`src/rtl/evg_event_pkg.sv`:
```
`default_nettype none
// ============================================================================
// Module   : evg_event_pkg
// Purpose  : Shared event-code types and constants for the event generator
//            transmit path (arbiter, sequencer and trigger blocks).
// Revision : 1.0 - initial release
// ============================================================================
package evg_event_pkg;

  // Default event code width on the transmit link
  localparam int EVENTCODE_WIDTH = 8;

  // Code 0 never reaches the link; it marks "no event"
  localparam logic [EVENTCODE_WIDTH-1:0] EVCODE_NULL = '0;

  typedef logic [EVENTCODE_WIDTH-1:0] eventCode_t;

  // Arbitration mode as seen by the picker
  typedef enum logic {
    ARB_FIXED       = 1'b0,
    ARB_ROUND_ROBIN = 1'b1
  } arbMode_t;

  // True when a code carries an actual event
  function automatic logic isEventCode(input eventCode_t code);
    return code != EVCODE_NULL;
  endfunction

endpackage : evg_event_pkg
`default_nettype wire

```
`src/rtl/evg_rr_picker.sv`:
```
`default_nettype none
// ============================================================================
// Module   : evg_rr_picker
// Purpose  : Combinational rotate-and-priority-encode. Searches the request
//            vector starting at startIndex (round-robin) or at 0 (fixed)
//            and returns a one-hot grant plus its index.
// Revision : 1.0 - initial release
// ============================================================================
module evg_rr_picker
  import evg_event_pkg::*;
#(
  parameter int REQ_COUNT = 4,
  localparam int IDX_WIDTH = (REQ_COUNT > 1) ? $clog2(REQ_COUNT) : 1
) (
  input  logic [REQ_COUNT-1:0] request,
  input  logic [IDX_WIDTH-1:0] startIndex,
  input  arbMode_t             mode,
  output logic [REQ_COUNT-1:0] grant,
  output logic [IDX_WIDTH-1:0] grantIndex,
  output logic                 grantValid
);

  localparam logic [IDX_WIDTH:0] c_reqCount = (IDX_WIDTH+1)'(REQ_COUNT);

  logic [IDX_WIDTH-1:0] w_base;
  logic [IDX_WIDTH:0]   w_sum;
  logic [IDX_WIDTH-1:0] w_idx;

  // First requester found walking upward (with wrap) from the base index
  always_comb begin
    grant      = '0;
    grantIndex = '0;
    grantValid = 1'b0;
    w_sum      = '0;
    w_idx      = '0;
    w_base     = (mode == ARB_ROUND_ROBIN) ? startIndex : '0;
    for (int k = 0; k < REQ_COUNT; k++) begin
      w_sum = {1'b0, w_base} + (IDX_WIDTH+1)'(k);
      if (w_sum >= c_reqCount) begin
        w_sum = w_sum - c_reqCount;
      end
      w_idx = w_sum[IDX_WIDTH-1:0];
      if (!grantValid && request[w_idx]) begin
        grantValid    = 1'b1;
        grantIndex    = w_idx;
        grant[w_idx]  = 1'b1;
      end
    end
  end

endmodule : evg_rr_picker
`default_nettype wire

```
`src/rtl/evg_event_arbiter.sv`:
```
`default_nettype none
// ============================================================================
// Module   : evg_event_arbiter
// Purpose  : Merges the non-stallable sequencer event stream with
//            SOURCE_COUNT handshaked event sources into one registered
//            event-code stream. Fixed-priority or round-robin source
//            arbitration, per-source enable, null-code drop and a saturating
//            count of sequencer preemptions.
// Revision : 1.0 - initial release
// ============================================================================
module evg_event_arbiter
  import evg_event_pkg::*;
#(
  parameter int SOURCE_COUNT    = 4,
  parameter int EVENTCODE_WIDTH = evg_event_pkg::EVENTCODE_WIDTH,
  parameter int COUNTER_WIDTH   = 16,
  localparam int GRANT_WIDTH    = $clog2(SOURCE_COUNT + 1)
) (
  input  logic                                    evgTxClk,
  input  logic                                    evgTxReset,
  input  logic [EVENTCODE_WIDTH-1:0]              evgSequenceEventTDATA,
  input  logic                                    evgSequenceEventTVALID,
  input  logic [SOURCE_COUNT*EVENTCODE_WIDTH-1:0] srcTDATA,
  input  logic [SOURCE_COUNT-1:0]                 srcTVALID,
  output logic [SOURCE_COUNT-1:0]                 srcTREADY,
  input  logic [SOURCE_COUNT-1:0]                 srcEnable,
  input  logic                                    roundRobin,
  output logic [EVENTCODE_WIDTH-1:0]              evgEventCode,
  output logic                                    evgEventValid,
  output logic [GRANT_WIDTH-1:0]                  evgGrantIndex,
  output logic [COUNTER_WIDTH-1:0]                preemptCount
);

  localparam int IDX_WIDTH = (SOURCE_COUNT > 1) ? $clog2(SOURCE_COUNT) : 1;
  localparam logic [IDX_WIDTH:0]       c_srcCount  = (IDX_WIDTH+1)'(SOURCE_COUNT);
  localparam logic [GRANT_WIDTH-1:0]   c_seqIndex  = GRANT_WIDTH'(SOURCE_COUNT);
  localparam logic [IDX_WIDTH-1:0]     c_lastReset = IDX_WIDTH'(SOURCE_COUNT - 1);

  // Registers
  logic [EVENTCODE_WIDTH-1:0] r_eventCode;
  logic                       r_eventValid;
  logic [GRANT_WIDTH-1:0]     r_grantIndex;
  logic [COUNTER_WIDTH-1:0]   r_preemptCount;
  logic [IDX_WIDTH-1:0]       r_lastGrant;

  // Decision wires
  logic [SOURCE_COUNT-1:0]    w_eligible;
  logic [SOURCE_COUNT-1:0]    w_nullReq;
  logic [SOURCE_COUNT-1:0]    w_codeReq;
  logic                       w_seqActive;
  logic [IDX_WIDTH:0]         w_startSum;
  logic [IDX_WIDTH-1:0]       w_startIndex;
  logic [SOURCE_COUNT-1:0]    w_pickGrant;
  logic [IDX_WIDTH-1:0]       w_pickIndex;
  logic                       w_pickValid;
  logic [EVENTCODE_WIDTH-1:0] w_pickCode;

  // Classify each source as null (consumed silently) or carrying an event
  for (genvar i = 0; i < SOURCE_COUNT; i++) begin : g_srcClass
    assign w_eligible[i] = srcTVALID[i] & srcEnable[i];
    assign w_nullReq[i]  = w_eligible[i] &
                           (srcTDATA[i*EVENTCODE_WIDTH +: EVENTCODE_WIDTH] == '0);
    assign w_codeReq[i]  = w_eligible[i] &
                           (srcTDATA[i*EVENTCODE_WIDTH +: EVENTCODE_WIDTH] != '0);
  end

  assign w_seqActive = evgSequenceEventTVALID & (evgSequenceEventTDATA != '0);

  // Round-robin search begins one past the last source granted, with wrap
  always_comb begin
    w_startSum = {1'b0, r_lastGrant} + (IDX_WIDTH+1)'(1);
    if (w_startSum >= c_srcCount) begin
      w_startSum = '0;
    end
    w_startIndex = w_startSum[IDX_WIDTH-1:0];
  end

  evg_rr_picker #(
    .REQ_COUNT (SOURCE_COUNT)
  ) u_picker (
    .request    (w_codeReq),
    .startIndex (w_startIndex),
    .mode       (arbMode_t'(roundRobin)),
    .grant      (w_pickGrant),
    .grantIndex (w_pickIndex),
    .grantValid (w_pickValid)
  );

  // Code of the picked source, selected through the one-hot grant
  always_comb begin
    w_pickCode = '0;
    for (int i = 0; i < SOURCE_COUNT; i++) begin
      if (w_pickGrant[i]) begin
        w_pickCode = w_pickCode | srcTDATA[i*EVENTCODE_WIDTH +: EVENTCODE_WIDTH];
      end
    end
  end

  // Nulls are always drained; event-carrying sources only when the sequencer is quiet
  always_comb begin
    if (evgTxReset) begin
      srcTREADY = '0;
    end else begin
      srcTREADY = w_nullReq | (w_seqActive ? '0 : w_pickGrant);
    end
  end

  // Output register, round-robin pointer and preemption counter
  always_ff @(posedge evgTxClk or posedge evgTxReset) begin
    if (evgTxReset) begin
      r_eventCode    <= '0;
      r_eventValid   <= 1'b0;
      r_grantIndex   <= '0;
      r_preemptCount <= '0;
      r_lastGrant    <= c_lastReset;
    end else if (w_seqActive) begin
      r_eventCode  <= evgSequenceEventTDATA;
      r_eventValid <= 1'b1;
      r_grantIndex <= c_seqIndex;
      if ((|w_codeReq) && (r_preemptCount != '1)) begin
        r_preemptCount <= r_preemptCount + 1'b1;
      end
    end else if (w_pickValid) begin
      r_eventCode  <= w_pickCode;
      r_eventValid <= 1'b1;
      r_grantIndex <= GRANT_WIDTH'(w_pickIndex);
      r_lastGrant  <= w_pickIndex;
    end else begin
      r_eventCode  <= '0;
      r_eventValid <= 1'b0;
    end
  end

  assign evgEventCode  = r_eventCode;
  assign evgEventValid = r_eventValid;
  assign evgGrantIndex = r_grantIndex;
  assign preemptCount  = r_preemptCount;

endmodule : evg_event_arbiter
`default_nettype wire

```
`config.mk`:
```
export PLATFORM = sky130hd
export DESIGN_NAME = evg_event_arbiter
export DESIGN_NICKNAME = d
export VERILOG_FILES = /design/src/rtl/evg_event_pkg.sv /design/src/rtl/evg_rr_picker.sv /design/src/rtl/evg_event_arbiter.sv
export SDC_FILE = /design/constraint.sdc
export NUM_CORES = 1
export LEC_CHECK = 0
export BUFFER_PORTS_ARGS = -buffer_cell sky130_fd_sc_hd__buf_2
export CAP_MARGIN = 0
export CORE_ASPECT_RATIO = 0.6
export CORE_MARGIN = 5
export CORE_UTILIZATION = 33
export DETAILED_ROUTE_END_ITERATION = 16
export PLACE_DENSITY = 0.64
export SLEW_MARGIN = 20
export SYNTH_ARGS = -nofsm -noshare
export SYNTH_HDL_FRONTEND = slang
export SYNTH_SLANG_ARGS = --single-unit
```
`constraint.sdc`:
```
create_clock -name evgTxClk -period 4.52 [get_ports evgTxClk]
set_input_delay 0.904 -clock evgTxClk [delete_from_list [all_inputs] [get_ports evgTxClk]]
set_output_delay 0.904 -clock evgTxClk [all_outputs]
set_load 0.05 [all_outputs]
```
## After elaboration in Yosys (flattened, before gate mapping)

Cells that the tools add are included.

- Flip-flop bits (word level): 30
- Input bits: 52

- Add/sub/neg operators: 9
- Order comparisons: 13
- Equal/unequal tests: 1
- Multiplexer cells: 46
- Bitwise operators: 21
- Reduce and logical (&&, ||, !) cells: 24

Operators by type and width:

| kind | count |
|---|---|
| 8-bit two-way mux | 6 |
| 8-bit nonzero test | 5 |
| 8-bit logical NOT | 4 |
| 4-bit two-way mux | 6 |
| 8-bit OR | 3 |
| 2-bit two-way mux | 10 |
| 16-bit by 1-bit adder with 16-bit output (second input constant) | 1 |
| 16-bit inequality test (second input constant) | 1 |
| 4-bit OR | 4 |
| 1-bit two-way mux | 14 |
| 1-bit bitwise AND | 13 |
| 3-bit >= comparator (second input constant) | 4 |
| 2-bit by 3-bit less-than comparator with 1-bit output (second input constant) | 4 |
| 1-bit binary-select mux with 2-bit select | 4 |
| 1-bit demux with 2-bit select | 4 |
| 2-bit by 1-bit >= comparator with 1-bit output (second input constant) | 4 |
| 1-bit logical AND | 8 |
| 2-bit by 1-bit subtractor with 2-bit output (second input constant) | 4 |
| 2-bit by 1-bit adder with 3-bit output (second input constant) | 2 |
| 2-bit by 2-bit adder with 3-bit output (second input constant) | 2 |
| 3-bit two-way mux | 2 |
| 2-bit AND reduction | 2 |
| 4-bit OR reduction | 1 |
| 2-bit by 3-bit >= comparator with 1-bit output (second input constant) | 1 |
| other kinds (3) | 5 |

## Depth between registers and ports, before layout

- Depth in word-level cells: 27
- Mapped depth: 13
- Gate-level depth less buffers: 10

## Modules after synthesis

A second synthesis with hierarchy kept.

- Cells, all modules: 240
- Area total of the unflattened synthesis: 2225.9 um^2

Modules (own cells, without submodules):

| module | instances | cells each | area each (um^2) | sequential area each (um^2) |
|---|---|---|---|---|
| evg_event_arbiter | 1 | 171 | 1682.9 | 753.2 |
| evg_rr_picker | 1 | 69 | 543.0 | 0.0 |

## Worst setup path before layout

Ideal clock, no wire load.

- Path type: input-to-output
- From: input roundRobin
- To: output srcTREADY[3]
- Data arrival time: 3.889 ns
- Data required time: 3.616 ns
- Path slack: -0.273 ns
- Stages: 10
- Path buffers: 2
- Path through: and2_1 -> clkbuf_1 -> clkbuf_1 -> ha_1 -> mux4_2 -> or4b_4 -> a31oi_4 -> a21o_2 -> a2bb2oi_1 -> nor2_1

- Cells in the longest elaborated chain, start to end: 18
- Elaborated cells on any way between the ends: 63

RTL lines:

| item | RTL line | RTL |
|---|---|---|
| start, declared | evg_event_arbiter.sv:27 | `input logic roundRobin,` |
| 2-bit two-way mux (*) | evg_rr_picker.sv:36 | `w_base = (mode == ARB_ROUND_ROBIN) ? startIndex : '0;` |
| branches (longest 13 deep; another with 2-bit by 1-bit adder with 3-bit output) | - |  |
| 4-bit two-way mux (*) | evg_rr_picker.sv:43 | `if (!grantValid && request[w_idx]) begin` |
| 4-bit two-way mux (*) | evg_event_arbiter.sv:104 | `srcTREADY = w_nullReq \| (w_seqActive ? '0 : w_pickGrant);` |
| 4-bit OR (*) | evg_event_arbiter.sv:104 |  |
| 4-bit two-way mux (*) | evg_event_arbiter.sv:101 | `if (evgTxReset) begin` |
| end, declared | evg_event_arbiter.sv:25 | `output logic [SOURCE_COUNT-1:0] srcTREADY,` |

Every way passes the cells marked *. The select of a mux whose other input is x is not followed.

## Final worst setup path

- From: input srcTDATA[12]
- To: output srcTREADY[3]

- Cells in the longest elaborated chain, start to end: 17
- Elaborated cells on any way between the ends: 29

RTL lines:

| item | RTL line | RTL |
|---|---|---|
| start, declared | evg_event_arbiter.sv:23 | `input logic [SOURCE_COUNT*EVENTCODE_WIDTH-1:0] srcTDATA,` |
| 8-bit nonzero test (*) | evg_event_arbiter.sv:64 | `(srcTDATA[i*EVENTCODE_WIDTH +: EVENTCODE_WIDTH] != '0);` |
| 1-bit bitwise AND (*) | evg_event_arbiter.sv:63 | `assign w_codeReq[i] = w_eligible[i] &` |
| 1-bit binary-select mux with 2-bit select | evg_rr_picker.sv:43 |  |
| 1-bit two-way mux (not written as such) | evg_rr_picker.sv:43 |  |
| 1-bit two-way mux | evg_rr_picker.sv:43 |  |
| 1-bit logical NOT | evg_rr_picker.sv:43 |  |
| 1-bit logical AND | evg_rr_picker.sv:43 |  |
| 1-bit two-way mux | evg_rr_picker.sv:43 |  |
| 1-bit logical NOT | evg_rr_picker.sv:43 |  |
| 1-bit logical AND | evg_rr_picker.sv:43 |  |
| 1-bit two-way mux | evg_rr_picker.sv:43 |  |
| 1-bit logical NOT | evg_rr_picker.sv:43 |  |
| 1-bit logical AND | evg_rr_picker.sv:43 |  |
| 4-bit two-way mux (*) | evg_rr_picker.sv:43 |  |
| 4-bit two-way mux (*) | evg_event_arbiter.sv:104 |  |
| 4-bit OR (*) | evg_event_arbiter.sv:104 |  |
| 4-bit two-way mux (*) | evg_event_arbiter.sv:101 |  |

Mark *: on every way between the ends. The rest lies on a longest branch, timed or not. The select of a mux whose other input is x is not followed.

==> summary.md <==
| Metric | Value |
|---|---|
| Status | `complete, no violations` |
| Tightest Pin Transition | `807 ps` |
| Overall routed net length | `7490 microns` |
| Clock latency on the worst-skew pair | `290 ps` |
| Worst reg-to-reg path cell count | `10` |
| Cells after Synth | `247` |
| Design area | `0.00299 sq mm` |
| Clock transition at the registers of the reported paths | `60 ps` |
| Tightest Hold Check Type | `reg -> reg` |
| Pre-CTS setup slack | `-3.78 ps` |
| Avg WL per Cell | `17.0 microns` |
| Critical Path End Type | `primary output` |
| Worst Clk Skew | `6.35 ps` |
| Setup repair after global routing missed its margin | `false` |
| Most instantiated flip-flop cell in the synthesis netlist | `dfrtp_1` |
| Boundary pin count | `84` |
| Crit path DAT | `3490 ps` |
| Largest net degree at the start of global routing | `31` |
| Initial antenna violation count | `0` |
| Clock sinks | `30` |
| Maximum number of buffers from clock root to sink | `2` |
| Via total after detailed routing | `2470` |
| Post-synth EDFFs | `0` |
| Clock tree from TritonCTS | `done` |
| Via density per instance | `5.61` |
| Diodes inserted | `0` |
| Number of design-rule violations left by the first detailed-router iteration | `290` |
| Distinct cell type count after synthesis | `46` |
| Syn_nets | `309` |
| Maximum clock rate | `0.227 GHz` |
| Routability congestion estimate | `0.921` |
| Setup ws final | `123 ps` |
| Start-to-end type of the worst setup path | `in -> out` |
| Commonest non-fill, non-tap cell in the layout | `buf_2` |
| Sequential share of the synthesized area | `34.2%` |
| Cell-by-cell trace of the critical path | `buf_2 > or4_4 > o21ba_4 > mux4_2 > or4b_4 > a31oi_4 > a21o_2 > a2bb2oi_1 > nor2_2 > buf_6` |
| Nets | `414` |
| Highest-count cells in the layout ignoring fill and taps | `82 x buf_2, 34 x nand2_1, 28 x dfrtp_1, 23 x buf_4, 16 x a221oi_1` |
| Count of standard-cell rows | `23` |
| Clk Tree Root Cell | `clkbuf_8` |
| Count of antenna-violating nets left after detailed routing | `0` |
| Initial cell density of the core | `33.5%` |
| Global-route usage over all layers | `18.0%` |
| Lkg Pwr | `1.40 nW` |
| Setup TNS | `0 ps` |
| Hpwl dp | `6060 microns` |
| Worst Path Buf+Inv | `2` |
| Final setup fails | `0` |
| Post-route fraction of the period consumed by the critical path | `97.3%` |
| Hold-fix buffer count after cts | `0` |
| Height of the chip | `73.3 microns` |
| Fin. max-slew vios | `0` |
| Cell area power density | `593 mW/mm^2` |
| Utilization of the core after routing | `45.3%` |
| Synth async-reset ratio | `100%` |
| Shortest clock period the worst path allows after layout | `4400 ps` |
| Area of the die | `0.00847 sq mm` |
| # fillers | `647` |
| Count of max-cap constraint violations | `0` |
| Layout cells sized above 1 | `37.7%` |
| Maximum vdd ir drop | `270 uV` |
| Synthesis-to-layout area growth | `35.5%` |
| Ys Warns | `0` |
| Number of logic stages on the critical path including buffering | `10` |
| # H-tree levels | `2` |
| Data required time at the worst endpoint | `3620 ps` |
| Slowest Stage Delay on Critical Path | `560 ps` |
| Overall die width | `116 microns` |
| Post-Place Cell Area | `0.00288 sq mm` |
| Number of global-route vias before repair | `2401` |
| Wire length of the first global-routing pass | `11900 microns` |
| Kind of start point of the critical path | `input pin` |
| CP Max Fanout | `4` |
| Rel. slew slack | `45.7%` |
| Total grt overflow | `0` |
| Delay-heaviest family, CP | `simple AND/OR/NAND/NOR gates` |
| Hold Vio Cnt, Final | `0` |
| Synthesized flop and latch total | `30` |
| CTS Buf Count | `5` |
| Number of remaining DRC errors | `0` |
| Synthesized cell area | `0.00220 sq mm` |
| Average footprint of a synthesized cell | `8.93 sq um` |
| Worst path slowest cell | `or4_4` |
| Total of buffers placed on input and output ports | `83` |
| Number of search-and-repair iterations in the first detailed-routing pass | `7` |
| Area of the core region | `0.00659 sq mm` |
| Count of cells along the worst hold path | `2` |
-- routing by layer --
| layer | share of wire [%] | GRT usage [%] | vias to the layer above |
|---|---|---|---|
| met5 | 0 | 0 | - |
| met4 | 1.3 | 4.17 | 0 |
| met3 | 9.8 | 5.93 | 14 |
| met2 | 42 | 26.8 | 126 |
| met1 | 47 | 25.4 | 1163 |
| li1 | - | - | 1167 |
-- flip-flops by register name, indices dropped and copies added (netlist names) --
| register | count |
|---|---|
| evgEventValid | 1 |
| evgEventCode | 8 |
| r_lastGrant | 2 |
| evgGrantIndex | 3 |
| preemptCount | 16 |
-- Yosys cell counts, drive strengths merged, types with 2 or more instances --
cell / number / share of area, %
a21o: 4 / 1.4
a32oi: 9 / 3.6
ha: 10 / 5.7
nand3: 9 / 2.0
mux2: 2 / 1.0
a221oi: 16 / 6.4
nor3: 5 / 1.4
xnor2: 12 / 4.8
a222oi: 2 / 0.91
buf: 2 / 0.34
nand2: 34 / 5.8
a21oi: 9 / 2.2
dfstp: 2 / 2.4
nand4: 4 / 1.1
xor2: 4 / 1.6
and2: 9 / 2.6
o21ai: 7 / 1.6
dfrtp: 28 / 32
o2bb2ai: 3 / 1.2
a211oi: 5 / 1.7
and3: 9 / 2.6
nor2: 18 / 3.2
or4: 4 / 1.7
a21boi: 6 / 2.0
inv: 3 / 0.51
clkinv: 2 / 0.34
nor4: 11 / 3.1
clkbuf: 6 / 1.0
-- area by class of cell --
cell class	count	area, sq um	share of cell area (%)
inverters	5	18.8	0.628
flip-flops and latches	30	753	25.2
clock inverters	1	5.00	0.168
repair buffers	106	594	19.9
well taps	87	109	3.64
clock buffers	7	86.3	2.89
multi-input cells	204	1420	47.6
-- per-stage QoR --
stage                     cells  hold WS [ps]  total power [W]
after floorplan             247           441          0.00118
after global placement      431           452          0.00151
after detailed placement    431           457          0.00152
after CTS                   439           467          0.00175
after global routing        440           485          0.00189
final                       440           462          0.00177
-- repair_timing --
item | in CTS | in global routing
endpoints found under the setup margin | 1 | 2
gates cloned | 0 | 0
hold endpoints to repair | 0 | 0
pin swaps | 0 | 1
buffers inserted | 0 | 1
resized for setup | 1 | 2
-- where the power goes --
part	switching (W)	total [W]	internal [W]
registers	0.0000620	0.000416	0.000354
logic	0.000748	0.00113	0.000379
clock network	0.000104	0.000227	0.000123
-- kinds of logic after synthesis --
kind of cell	share of synthesized area (%)
buffers and inverters	2.21
multiplexers	2.50
flip-flops	34.2
AO/OA/AOI/OAI	24.5
XOR/XNOR	6.36
AND/OR/NAND/NOR	24.6
adder cells (fa/ha/maj)	5.68
-- worst paths after layout --
path                           startpoint                to  slack [ps]
setup / recovery             srcTDATA[12]      srcTREADY[3]         120
hold / removal             r_lastGrant[1]    r_lastGrant[1]         460
setup reg to reg           r_lastGrant[0]   evgEventCode[3]        1220
hold reg to reg            r_lastGrant[1]    r_lastGrant[1]         460
max in group asynchronous      evgTxReset  evgGrantIndex[2]        3310
min in group asynchronous      evgTxReset  preemptCount[13]         780
-- tightest hold or removal path, delay by kind of cell (launching register included) --
kind	cells	cell delay (ps)
simple gates	2	100
flops	1	370
(Power assumes the default switching activity.)
